File: src/rtl/run_stuff_pkg.sv
// run_stuff_pkg
//   Shared types and default constants for the run-length stuffing
//   serial transmitter (run_stuff_tx).
//   - state_e     : transmitter FSM states
//   - DATA_W_DEF  : default parallel word width
//   - RUN_MAX_DEF : default longest run of equal line bits before a stuff bit
package run_stuff_pkg;

  typedef enum logic [1:0] {
    IDLE  = 2'd0,  // nothing pending, ready for a word
    DATA  = 2'd1,  // data bits of the current word remain
    STUFF = 2'd2   // a complementary stuff bit goes out next
  } state_e;

  localparam int DATA_W_DEF  = 8;
  localparam int RUN_MAX_DEF = 3;

endpackage

File: src/rtl/run_stuff_tx.sv
// run_stuff_tx
//   Serial transmitter with run-length bit stuffing. Parallel words are
//   accepted over a valid/ready handshake and shifted out MSB-first. After
//   every RUN_MAX consecutive equal line bits a complementary stuff bit is
//   inserted, so the line never carries more than RUN_MAX equal bits in a row.
//
// Ports
//   clk         : rising-edge clock
//   reset_n     : asynchronous active-low reset
//   data_in     : word to transmit, sampled on an accepting edge
//   data_valid  : data_in holds a word
//   data_ready  : block can accept a word this cycle (state == IDLE)
//   w           : registered serial line bit
//   w_valid     : registered, w carries a data or stuff bit this cycle
module run_stuff_tx
  import run_stuff_pkg::*;
#(
  parameter int DATA_W  = DATA_W_DEF,
  parameter int RUN_MAX = RUN_MAX_DEF
) (
  input  logic              clk,
  input  logic              reset_n,
  input  logic [DATA_W-1:0] data_in,
  input  logic              data_valid,
  output logic              data_ready,
  output logic              w,
  output logic              w_valid
);

  localparam int REM_W = $clog2(DATA_W + 1);
  localparam int RUN_W = $clog2(RUN_MAX + 1);

  state_e            state_q,    state_d;
  logic [DATA_W-1:0] sr_q,       sr_d;
  logic [REM_W-1:0]  rem_q,      rem_d;
  logic [RUN_W-1:0]  run_cnt_q,  run_cnt_d;
  logic              last_bit_q, last_bit_d;
  logic              w_q,        w_d;
  logic              w_valid_q,  w_valid_d;

  // Run length after putting bit b on the line. A zero count means the
  // history was cleared by an idle gap, so any bit starts a fresh run.
  function automatic logic [RUN_W-1:0] next_run(input logic [RUN_W-1:0] cnt,
                                                input logic             last,
                                                input logic             b);
    if (cnt != '0 && b == last) next_run = cnt + 1'b1;
    else                        next_run = RUN_W'(1);
  endfunction

  logic             emit;
  logic             emit_bit;
  logic [REM_W-1:0] rem_after;
  logic [RUN_W-1:0] run_after;

  always_comb begin
    state_d    = state_q;
    sr_d       = sr_q;
    rem_d      = rem_q;
    run_cnt_d  = run_cnt_q;
    last_bit_d = last_bit_q;
    w_d        = w_q;
    w_valid_d  = w_valid_q;
    emit       = 1'b0;
    emit_bit   = 1'b0;
    rem_after  = rem_q;
    run_after  = '0;

    case (state_q)
      IDLE: begin
        if (data_valid) begin
          emit      = 1'b1;
          emit_bit  = data_in[DATA_W-1];
          sr_d      = data_in << 1;
          rem_after = REM_W'(DATA_W - 1);
        end else begin
          // Line goes quiet; w keeps its last value, run history is dropped.
          w_valid_d = 1'b0;
          run_cnt_d = '0;
        end
      end
      DATA: begin
        emit      = 1'b1;
        emit_bit  = sr_q[DATA_W-1];
        sr_d      = sr_q << 1;
        rem_after = rem_q - 1'b1;
      end
      STUFF: begin
        w_d        = ~last_bit_q;
        w_valid_d  = 1'b1;
        last_bit_d = ~last_bit_q;
        run_cnt_d  = RUN_W'(1);
        state_d    = (rem_q != '0) ? DATA : IDLE;
      end
      default: state_d = IDLE;
    endcase

    if (emit) begin
      run_after  = next_run(run_cnt_q, last_bit_q, emit_bit);
      w_d        = emit_bit;
      w_valid_d  = 1'b1;
      last_bit_d = emit_bit;
      run_cnt_d  = run_after;
      rem_d      = rem_after;
      // A full run forces a stuff bit even after the last data bit, which
      // keeps the block busy for one tail cycle.
      if (run_after == RUN_W'(RUN_MAX)) state_d = STUFF;
      else if (rem_after != '0)         state_d = DATA;
      else                              state_d = IDLE;
    end
  end

  always_ff @(posedge clk or negedge reset_n) begin
    if (!reset_n) begin
      state_q    <= IDLE;
      sr_q       <= '0;
      rem_q      <= '0;
      run_cnt_q  <= '0;
      last_bit_q <= 1'b0;
      w_q        <= 1'b0;
      w_valid_q  <= 1'b0;
    end else begin
      state_q    <= state_d;
      sr_q       <= sr_d;
      rem_q      <= rem_d;
      run_cnt_q  <= run_cnt_d;
      last_bit_q <= last_bit_d;
      w_q        <= w_d;
      w_valid_q  <= w_valid_d;
    end
  end

  assign data_ready = (state_q == IDLE);
  assign w          = w_q;
  assign w_valid    = w_valid_q;

endmodule
File: config.mk
export PLATFORM = sky130hd
export DESIGN_NAME = run_stuff_tx
export DESIGN_NICKNAME = d
export VERILOG_FILES = /design/src/rtl/run_stuff_pkg.sv /design/src/rtl/run_stuff_tx.sv
export SDC_FILE = /design/constraint.sdc
export NUM_CORES = 1
export LEC_CHECK = 0
export ABC_AREA = 1
export BUFFER_PORTS_ARGS = -buffer_cell sky130_fd_sc_hd__buf_2
export CORE_MARGIN = 10
export CORE_UTILIZATION = 50
export CTS_CLUSTER_DIAMETER = 120
export DETAILED_ROUTE_END_ITERATION = 16
export PLACE_DENSITY = 0.71
export SLEW_MARGIN = 20
export SYNTH_ARGS = -nofsm -noshare
export SYNTH_HDL_FRONTEND = slang
export SYNTH_SLANG_ARGS = --single-unit
File: constraint.sdc
create_clock -name clk -period 1.7 [get_ports clk]
set_input_delay 0.085 -clock clk [delete_from_list [all_inputs] [get_ports clk]]
set_output_delay 0.085 -clock clk [all_outputs]
set_load 0.02 [all_outputs]
==> results_dict.tcl, run 1 <==
set metrics [dict create \
    outcome "finished, final reports clean" \
    drv_cap 0 \
    fillers 174 \
    die_h_um 63.7 \
    grt_pass1_vias 724 \
    crit_path_end_kind "flip-flop" \
    fmax_mhz 677 \
    num_io_pins 14 \
    startpoint "state_q[0]" \
    drv_slew 0 \
    power_frac_seq_pct 34.8 \
    setup-tns-final_ns 0 \
    power.leakage_nw 0.545 \
    io_buffers 13 \
    p_clk_share_pct 10.0 \
    vdd_ir_drop_max_mv 1.20 \
    die_w_um 63.7 \
    finalSetupViolations 0 \
    p_comb_share_pct 55.2 \
    yosysUniqueCellTypes 25 \
    hold_viol_final 0 \
    fin_crit_sh_pct 86.9 \
    ys_ff_latch 17 \
    critPathLaunchType "flip-flop" \
    critPathArrivalTime_ns 1.66 \
    synth-edff-count 0 \
    clock_skew_ns 0.00512 \
    core-area_mm2 0.00176 \
    power.internal_mw 1.12 \
    hold_class "input pin to flip-flop" \
    ant_nets 0 \
    hold_ws_ns 0.0191 \
    synth_top_area_cell "dfrtp_1" \
    clock_sink_count 17 \
    netSwitchingFraction_pct 47.0 \
    p_per_area_mw_per_mm2 1960 \
    grt_pass1_wl_mm 3.33 \
    gp_congestion 0.866 \
    yosys-top-cells-count "21 x inv_1, 20 x nand2_1, 17 x dfrtp_1, 11 x nand3_1, 8 x nor2_1" \
    drt_iter0_drc 29 \
    rsz0062_at_grt "false" \
    grt_max_degree 18 \
    wl_mm 1.94 \
    clk_pin_slew_ns 0.10 \
    vias 768 \
    grt-ovfl-total 0 \
    htree_levels 1 \
    drive_gt1_share_pct 22.3 \
    clockBufferDepth 2 \
    nets 145 \
    first_pass_iters 4 \
    multi_input_area_um2 420 \
    syn_area_um2 956 \
    worstReg2RegStart "state_q[0]" \
    critical_path_class "flip-flop to flip-flop" \
    area_delta_synth_final_pct 13.0 \
    post_cts_buffers 0 \
    avgSynthCellArea_um2 8.46 \
    routedWlPerCell_um 12.5 \
    slew_headroom_pct 75.1 \
    synth_fp_nets 127 \
    antenna_found_initial 0 \
    seqCellArea_um2 427 \
    drc 0 \
    yosysWarnings 0 \
    worstSetupEndpoint "state_q[0]" \
    rows 15 \
    numCtsBuffers 3 \
    initial_utilization_pct 54.2 \
    required_ns 1.88 \
    gr-usage-all-layers_pct 10.2 \
    dp.final_hpwl_mm 1.54 \
    vias_per_cell 4.95 \
    ys_top_cells_by_area "dfrtp_1 45%, inv_1 8.2%, nand2_1 7.9%" \
    tightest_slew_ns 0.371 \
    critical_path.max_fanout 13 \
    die_area_mm2 0.00406 \
    cts_root_buf "clkbuf_4" \
    clk_latency_ns 0.29 \
    synth_top_area_share_pct 44.5 \
    yosysMostFrequentCell "inv_1" \
    antennaDiodeCount 0 \
    r2r_slack_ns 0.22 \
    fin_crit_ns 1.48 \
    synth_ff_type "dfrtp_1" \
    p_sw_mw 0.995 \
    reg2reg_depth 9 \
    cts_tree "done" \
    async_reset_ff_share_pct 100 \
    r2r_end "state_q[0]" \
    ys_seq_area_share_pct 44.5 \
    netlist_instances 113 \
]
metrics by stage:
stage | instance area [um2] | utilization (%) | instances | worst slack [ns] | power [mW]
after floorplan | 956 | - | 113 | 0.302 | 1.66
after global placement | 1040 | 59.0 | 150 | 0.199 | 1.87
after detailed placement | 1040 | 59.0 | 150 | 0.150 | 1.92
after CTS | 1080 | 61.1 | 155 | 0.123 | 2.14
after global routing | 1080 | 61.2 | 155 | 0.126 | 2.35
final | 1080 | 61.2 | 155 | 0.222 | 2.12
critical path, stage by stage, from the launching register on:
cell and delay (ns):
dfrtp_2 0.51, inv_1 0.12, nor2_4 0.05, buf_4 0.19
nand3_1 0.07, nand3_1 0.10, nor2_1 0.13, nand2_1 0.07
nand3_1 0.08, nand2_1 0.05
routing by layer:
layer	part of all wire (%)	up-vias	routed length [um]	global-route usage (%)
met2	48	14	929	14.7
met4	1.6	0	31	6.56
met1	45	351	876	12.9
li1	-	399	-	-
met5	0	-	0	0
met3	5.3	4	102	3.00
state kept, by name, indices dropped and copies added, names as in the netlist:
register / flops
w: 1
state_q: 2
w_valid: 1
sr_q: 7
rem_q: 4
run_cnt_q: 2
how the worst min path moves through the flow:
stage / from / endpoint / slack, ns / cells after the start
CTS: data_in[0] / sr_q[1] / 0.009 / 3
detailed placement: reset_n / rem_q[1] / 0.02 / 1
finish: data_in[0] / sr_q[1] / 0.02 / 3
floorplan: reset_n / rem_q[0] / -0.21 / 0
global placement: reset_n / sr_q[3] / 0.02 / 1
global route: data_in[0] / sr_q[1] / 0.04 / 3
layout make-up:
cell class,instances,area share (%)
sequential,17,39.5
multi-input combinational,71,38.9
inverter,23,8.46
timing repair buffer,15,7.65
tap,25,2.90
clock buffer,3,2.09
clock inverter,1,0.463
power by group through the flow:
stage / clock network, mW / registers (mW) / logic [mW]
2_1_floorplan: 0 / 0.711 / 0.952
3_5_place_dp: 0 / 0.742 / 1.18
4_1_cts: 0.224 / 0.734 / 1.18
3_3_place_gp: 0 / 0.734 / 1.13
6_report: 0.212 / 0.737 / 1.17
5_1_grt: 0.243 / 0.763 / 1.34
cells by family (layout without fill, tap and decap cells):
family          count (synthesis)  count (layout)  synth area share (%)
flops                          17              17                  44.5
fa+ha+maj                       3               3                  3.93
buf+inv                        25              42                  11.5
simple gates                   53              53                  27.2
compound gates                 15              15                  12.8
cells in the final DEF, fill, tap and decap left out, types with 3 or more instances in the layout:
cell type / n
inv_1: 21
nand2_1: 20
dfrtp_1: 16
buf_2: 13
nand3_1: 11
nor2_1: 8
nor3_1: 6
a221oi_1: 5
o21ai_0: 3
ha_1: 3
clkbuf_4: 3
repair_timing:
action / in CTS / in global routing
resized for setup: 0 / 1
hold buffers: 1 / 0
endpoints found under the setup margin: 0 / 1
endpoints found under the hold margin: 17 / 0
(Power assumes the default switching activity.)
==> inputs of run 2 (changes only) <==
- PLACE_DENSITY: 0.71 -> 0.81
==> run 2 against run 1 <==
Net effect: final area unchanged; maximum frequency rose by 0.93%; setup slack better by 0.014 ns; combinational power barely moved; total power grew 0.14%; non-clock buffer count is the same; first-iteration DRC count unchanged; final cell count stayed put; critical path type unchanged.
==> results_dict.tcl, run 2 (same netlist as run 1, synthesis figures left out) <==
set metrics [dict create \
    outcome "finished, final reports clean" \
    critical_path_class "flip-flop to flip-flop" \
    routedWlPerCell_um 12.6 \
    clock_skew_ns 0.0128 \
    reg_top3 "sr_q: 7 flops, rem_q: 4 flops" \
    gr-usage-all-layers_pct 9.98 \
    hold_ws_ns 0.0554 \
    core-area_mm2 0.00176 \
    wl_mm 1.95 \
    power_mw 2.12 \
    clockBufferDepth 2 \
    critPathArrivalTime_ns 1.64 \
    drive_gt1_share_pct 22.3 \
    num_io_pins 14 \
    rows 15 \
    die_h_um 63.7 \
    rsz0062_at_grt "false" \
    critical_path.max_fanout 6 \
    cts_root_buf "clkbuf_4" \
    drv_cap 0 \
    grt_pass1_vias 741 \
    first_pass_iters 4 \
    clk_latency_ns 0.29 \
    startpoint "rem_q[0]" \
    initial_utilization_pct 54.2 \
    critPathLaunchType "flip-flop" \
    hold_class "input pin to flip-flop" \
    drt_iter0_drc 29 \
    vdd_ir_drop_max_mv 1.17 \
    grt_pass1_wl_mm 3.35 \
    grt-ovfl-total 0 \
    die_area_mm2 0.00406 \
    numCtsBuffers 3 \
    post_cts_buffers 0 \
    power.leakage_nw 0.545 \
    vias_per_cell 5.05 \
    hp-start "data_in[0]" \
    fin_crit_sh_pct 86.1 \
    fin_crit_ns 1.46 \
    antenna_found_initial 0 \
    ant_nets 0 \
    nets 145 \
    antennaDiodeCount 0 \
    final_common_cell "inv_1" \
    area_delta_synth_final_pct 13.0 \
    hold_viol_final 0 \
    final_core_utilization_pct 61.2 \
    required_ns 1.88 \
    grt_max_degree 18 \
    largest_reg_flops 7 \
    die_w_um 63.7 \
    htree_levels 1 \
    crit_path_end_kind "flip-flop" \
    drv_slew 0 \
    slew_headroom_pct 74.1 \
    io_buffers 13 \
    p_per_area_mw_per_mm2 1960 \
    final_cell_mix "21 x inv_1, 20 x nand2_1, 16 x dfrtp_1" \
    gp_congestion 0.825 \
    worstReg2RegStart "rem_q[0]" \
    drc 0 \
    clock_sink_count 17 \
    place_ws_ns 0.170 \
    regMostFlops "sr_q" \
    setup-tns-final_ns 0 \
    finalSetupViolations 0 \
    dp.final_hpwl_mm 1.49 \
    fmax_mhz 683 \
    tightest_slew_ns 0.388 \
    vias 783 \
    final.setup.worst_slack_ns 0.236 \
    cts_tree "done" \
    clk_pin_slew_ns 0.11 \
]
## run 2: power by group
| part | internal, mW | total (mW) | switching (mW) |
|---|---|---|---|
| Sequential | 0.594 | 0.737 | 0.144 |
| Combinational | 0.443 | 1.17 | 0.726 |
| Clock | 0.0873 | 0.216 | 0.128 |
## run 2: path summary, 6_finish.rpt
| check | cells past startpoint | slack [ns] | to |
|---|---|---|---|
| setup reg to reg | 10 | 0.24 | state_q[0] |
| max in group asynchronous | 2 | 1.14 | state_q[0] |
| setup / recovery | 10 | 0.24 | state_q[0] |
| min in group asynchronous | 2 | 0.24 | rem_q[0] |
| hold reg to reg | 2 | 0.53 | w_valid |
| hold / removal | 3 | 0.06 | sr_q[1] |
## run 2: worst max-delay path, stage by stage (launching register included)
cell and delay [ns]:
dfrtp_1 0.34, inv_1 0.10, ha_1 0.30, nand3b_1 0.10
nand2_1 0.07, nor2_2 0.10, nand2_1 0.05, nor2_1 0.09
nand2_1 0.08, nand3_1 0.08, nand2_1 0.05
## run 2: repair_timing
action,CTS,global route
hold buffers,1,0
endpoints found under the hold margin,17,0
setup endpoints to repair,0,1
resized for setup,0,1
## run 2: metal layers
layer  up-vias  global-route usage (%)  share of wire (%)
met3         2                    3.00                5.8
met4         0                    3.83               0.62
met5         -                       0                  0
met2        21                    15.6                 48
li1        401                       -                  -
met1       359                    12.6                 46
## run 2: per-stage QoR
step	std cells	cell area, um2
after floorplan	113	956
after global placement	150	1040
after detailed placement	150	1040
after CTS	155	1080
after global routing	155	1080
final	155	1080
## run 2: area by class of cell
type | instances | area (um2)
clock inverter | 1 | 5.00
multi-input combinational | 71 | 420
clock buffer | 3 | 22.5
tap | 25 | 31.3
inverter | 23 | 91.3
fill | 157 | 684
sequential | 17 | 427
timing repair buffer | 15 | 82.6
==> inputs of run 3 (changes only) <==
- SETUP_SLACK_MARGIN: default -> 0.4
==> run 3 against run 2 <==
Net effect: register-to-register slack is essentially flat; critical path type unchanged; utilization grew 13 points; combinational power is 65% higher; total power increased by 37%.
==> results_dict.tcl, run 3 (same netlist as run 1, synthesis figures left out) <==
set metrics [dict create \
    outcome "finished, final reports clean" \
    p_per_area_mw_per_mm2 2210 \
    hold_class "input pin to flip-flop" \
    power.leakage_nw 0.634 \
    area_delta_synth_final_pct 37.6 \
    crit_chain "nor2_4 -> buf_12 -> nand2_8 -> nand2_1 -> nor2_1 -> nand2_1 -> nor2_1 -> nand2_1 -> nand3_1 -> nand2_1" \
    vias_per_cell 5.29 \
    final_core_utilization_pct 74.5 \
    die_area_mm2 0.00406 \
    power_frac_seq_pct 25.9 \
    initial_utilization_pct 54.2 \
    gp_congestion 0.936 \
    critPathLaunchType "flip-flop" \
    routedWlPerCell_um 15.3 \
    ant_nets 0 \
    antennaDiodeCount 0 \
    grt-ovfl-total 0 \
    power.internal_mw 1.58 \
    rows 15 \
    final_common_cell "inv_1" \
    io_buffers 13 \
    nets 161 \
    p_sw_mw 1.33 \
    cpPeakStageDelay_ns 0.49 \
    wl_mm 2.61 \
    clk_pin_slew_ns 0.10 \
    fin_area_mm2 0.00132 \
    critPathMostFrequentCell "nand2_1" \
    p_comb_share_pct 66.3 \
    fin_cells 171 \
    crit_path_end_kind "flip-flop" \
    num_io_pins 14 \
    cts_tree "done" \
    required_ns 1.90 \
    drt_iter0_drc 42 \
    drc 0 \
    drive_gt1_share_pct 39.0 \
    grt_pass1_wl_mm 4.02 \
    hold_viol_final 0 \
    power_mw 2.91 \
    vdd_ir_drop_max_mv 1.34 \
    fin_crit_sh_pct 86.7 \
    fmax_mhz 678 \
    hold_ws_ns 0.0474 \
    final.setup.worst_slack_ns 0.226 \
    dp.final_hpwl_mm 1.56 \
    cts_root_buf "clkbuf_4" \
    numCtsBuffers 3 \
    first_pass_iters 4 \
    critical_path.max_fanout 8 \
    slew_headroom_pct 73.9 \
    p_clk_share_pct 7.8 \
    antenna_found_initial 0 \
    largest_reg_flops 7 \
    setup-tns-final_ns 0 \
    vias 904 \
    clockBufferDepth 2 \
    gr-usage-all-layers_pct 12.3 \
    critical_path_class "flip-flop to flip-flop" \
    grt_max_degree 18 \
    regMostFlops "sr_q" \
    die_h_um 63.7 \
    drv_slew 0 \
    core-area_mm2 0.00176 \
    post_dp_cell_area_mm2 0.00105 \
    tightest_slew_ns 0.391 \
    critPathArrivalTime_ns 1.68 \
    netSwitchingFraction_pct 45.8 \
    clock_sink_count 17 \
    slowest_stage "dfrtp_2" \
    htree_levels 1 \
    drv_cap 0 \
    place_ws_ns 0.235 \
    grt_pass1_vias 862 \
    fin_crit_ns 1.47 \
    reg_top3 "sr_q: 7 flops, rem_q: 4 flops" \
    r2r_slack_ns 0.23 \
    rsz0062_at_grt "true" \
    die_w_um 63.7 \
    clk_latency_ns 0.30 \
    clock_skew_ns 0.00271 \
    finalSetupViolations 0 \
    final_cell_mix "18 x inv_1, 16 x nand2_1, 15 x dfrtp_1" \
    place_inst 150 \
]
[run 3: cell types whose count changed in the layout (fill, tap and decap cells not counted), sizes merged]
cell | previous run | this run
buf | 14 | 30
clkbuf | 3 | 4
clkinv | 1 | 0
[run 3: timing repair]
action,4_1_cts,5_1_grt
buffers inserted,11,5
resized for setup,10,17
hold buffers,1,0
pin swaps,6,6
gates cloned,0,0
setup endpoints to repair,13,15
endpoints found under the hold margin,17,0
[run 3: critical path: cells and delay by family (launching register included)]
kind	cells	cell delay [ns]
flip-flops	1	0.49
buffers and inverters	1	0.13
AND/OR/NAND/NOR	9	0.74
[run 3: cell type report]
class | instances | area, um2
timing repair buffer | 31 | 236
inverter | 23 | 93.8
tap | 25 | 31.3
sequential | 17 | 428
clock buffer | 4 | 26.3
fill | 123 | 449
multi-input combinational | 71 | 499
[run 3: worst paths after layout]
kind	start	end	cells after the start
max in group asynchronous	reset_n	state_q[1]	2
max reg2reg	state_q[1]	state_q[0]	10
max	state_q[1]	state_q[0]	10
min reg2reg	w_valid	w_valid	2
min in group asynchronous	reset_n	rem_q[1]	2
min	data_in[0]	sr_q[1]	3
[run 3: power by group through the flow]
stage | sequential, mW | clock (mW) | combinational (mW)
final | 0.754 | 0.226 | 1.93
after floorplan | 0.715 | 0 | 0.961
after CTS | 0.738 | 0.224 | 1.56
after global placement | 0.735 | 0 | 1.15
after global routing | 0.773 | 0.240 | 2.14
after detailed placement | 0.746 | 0 | 1.20
[run 3: routing by layer]
| layer | wire length [um] | global-route usage (%) | share of wire, % |
|---|---|---|---|
| met1 | 1030 | 14.4 | 39 |
| met2 | 1410 | 20.5 | 54 |
| met3 | 119 | 3.18 | 4.6 |
| met4 | 51 | 5.19 | 2.0 |
| met5 | 0 | 0 | 0 |
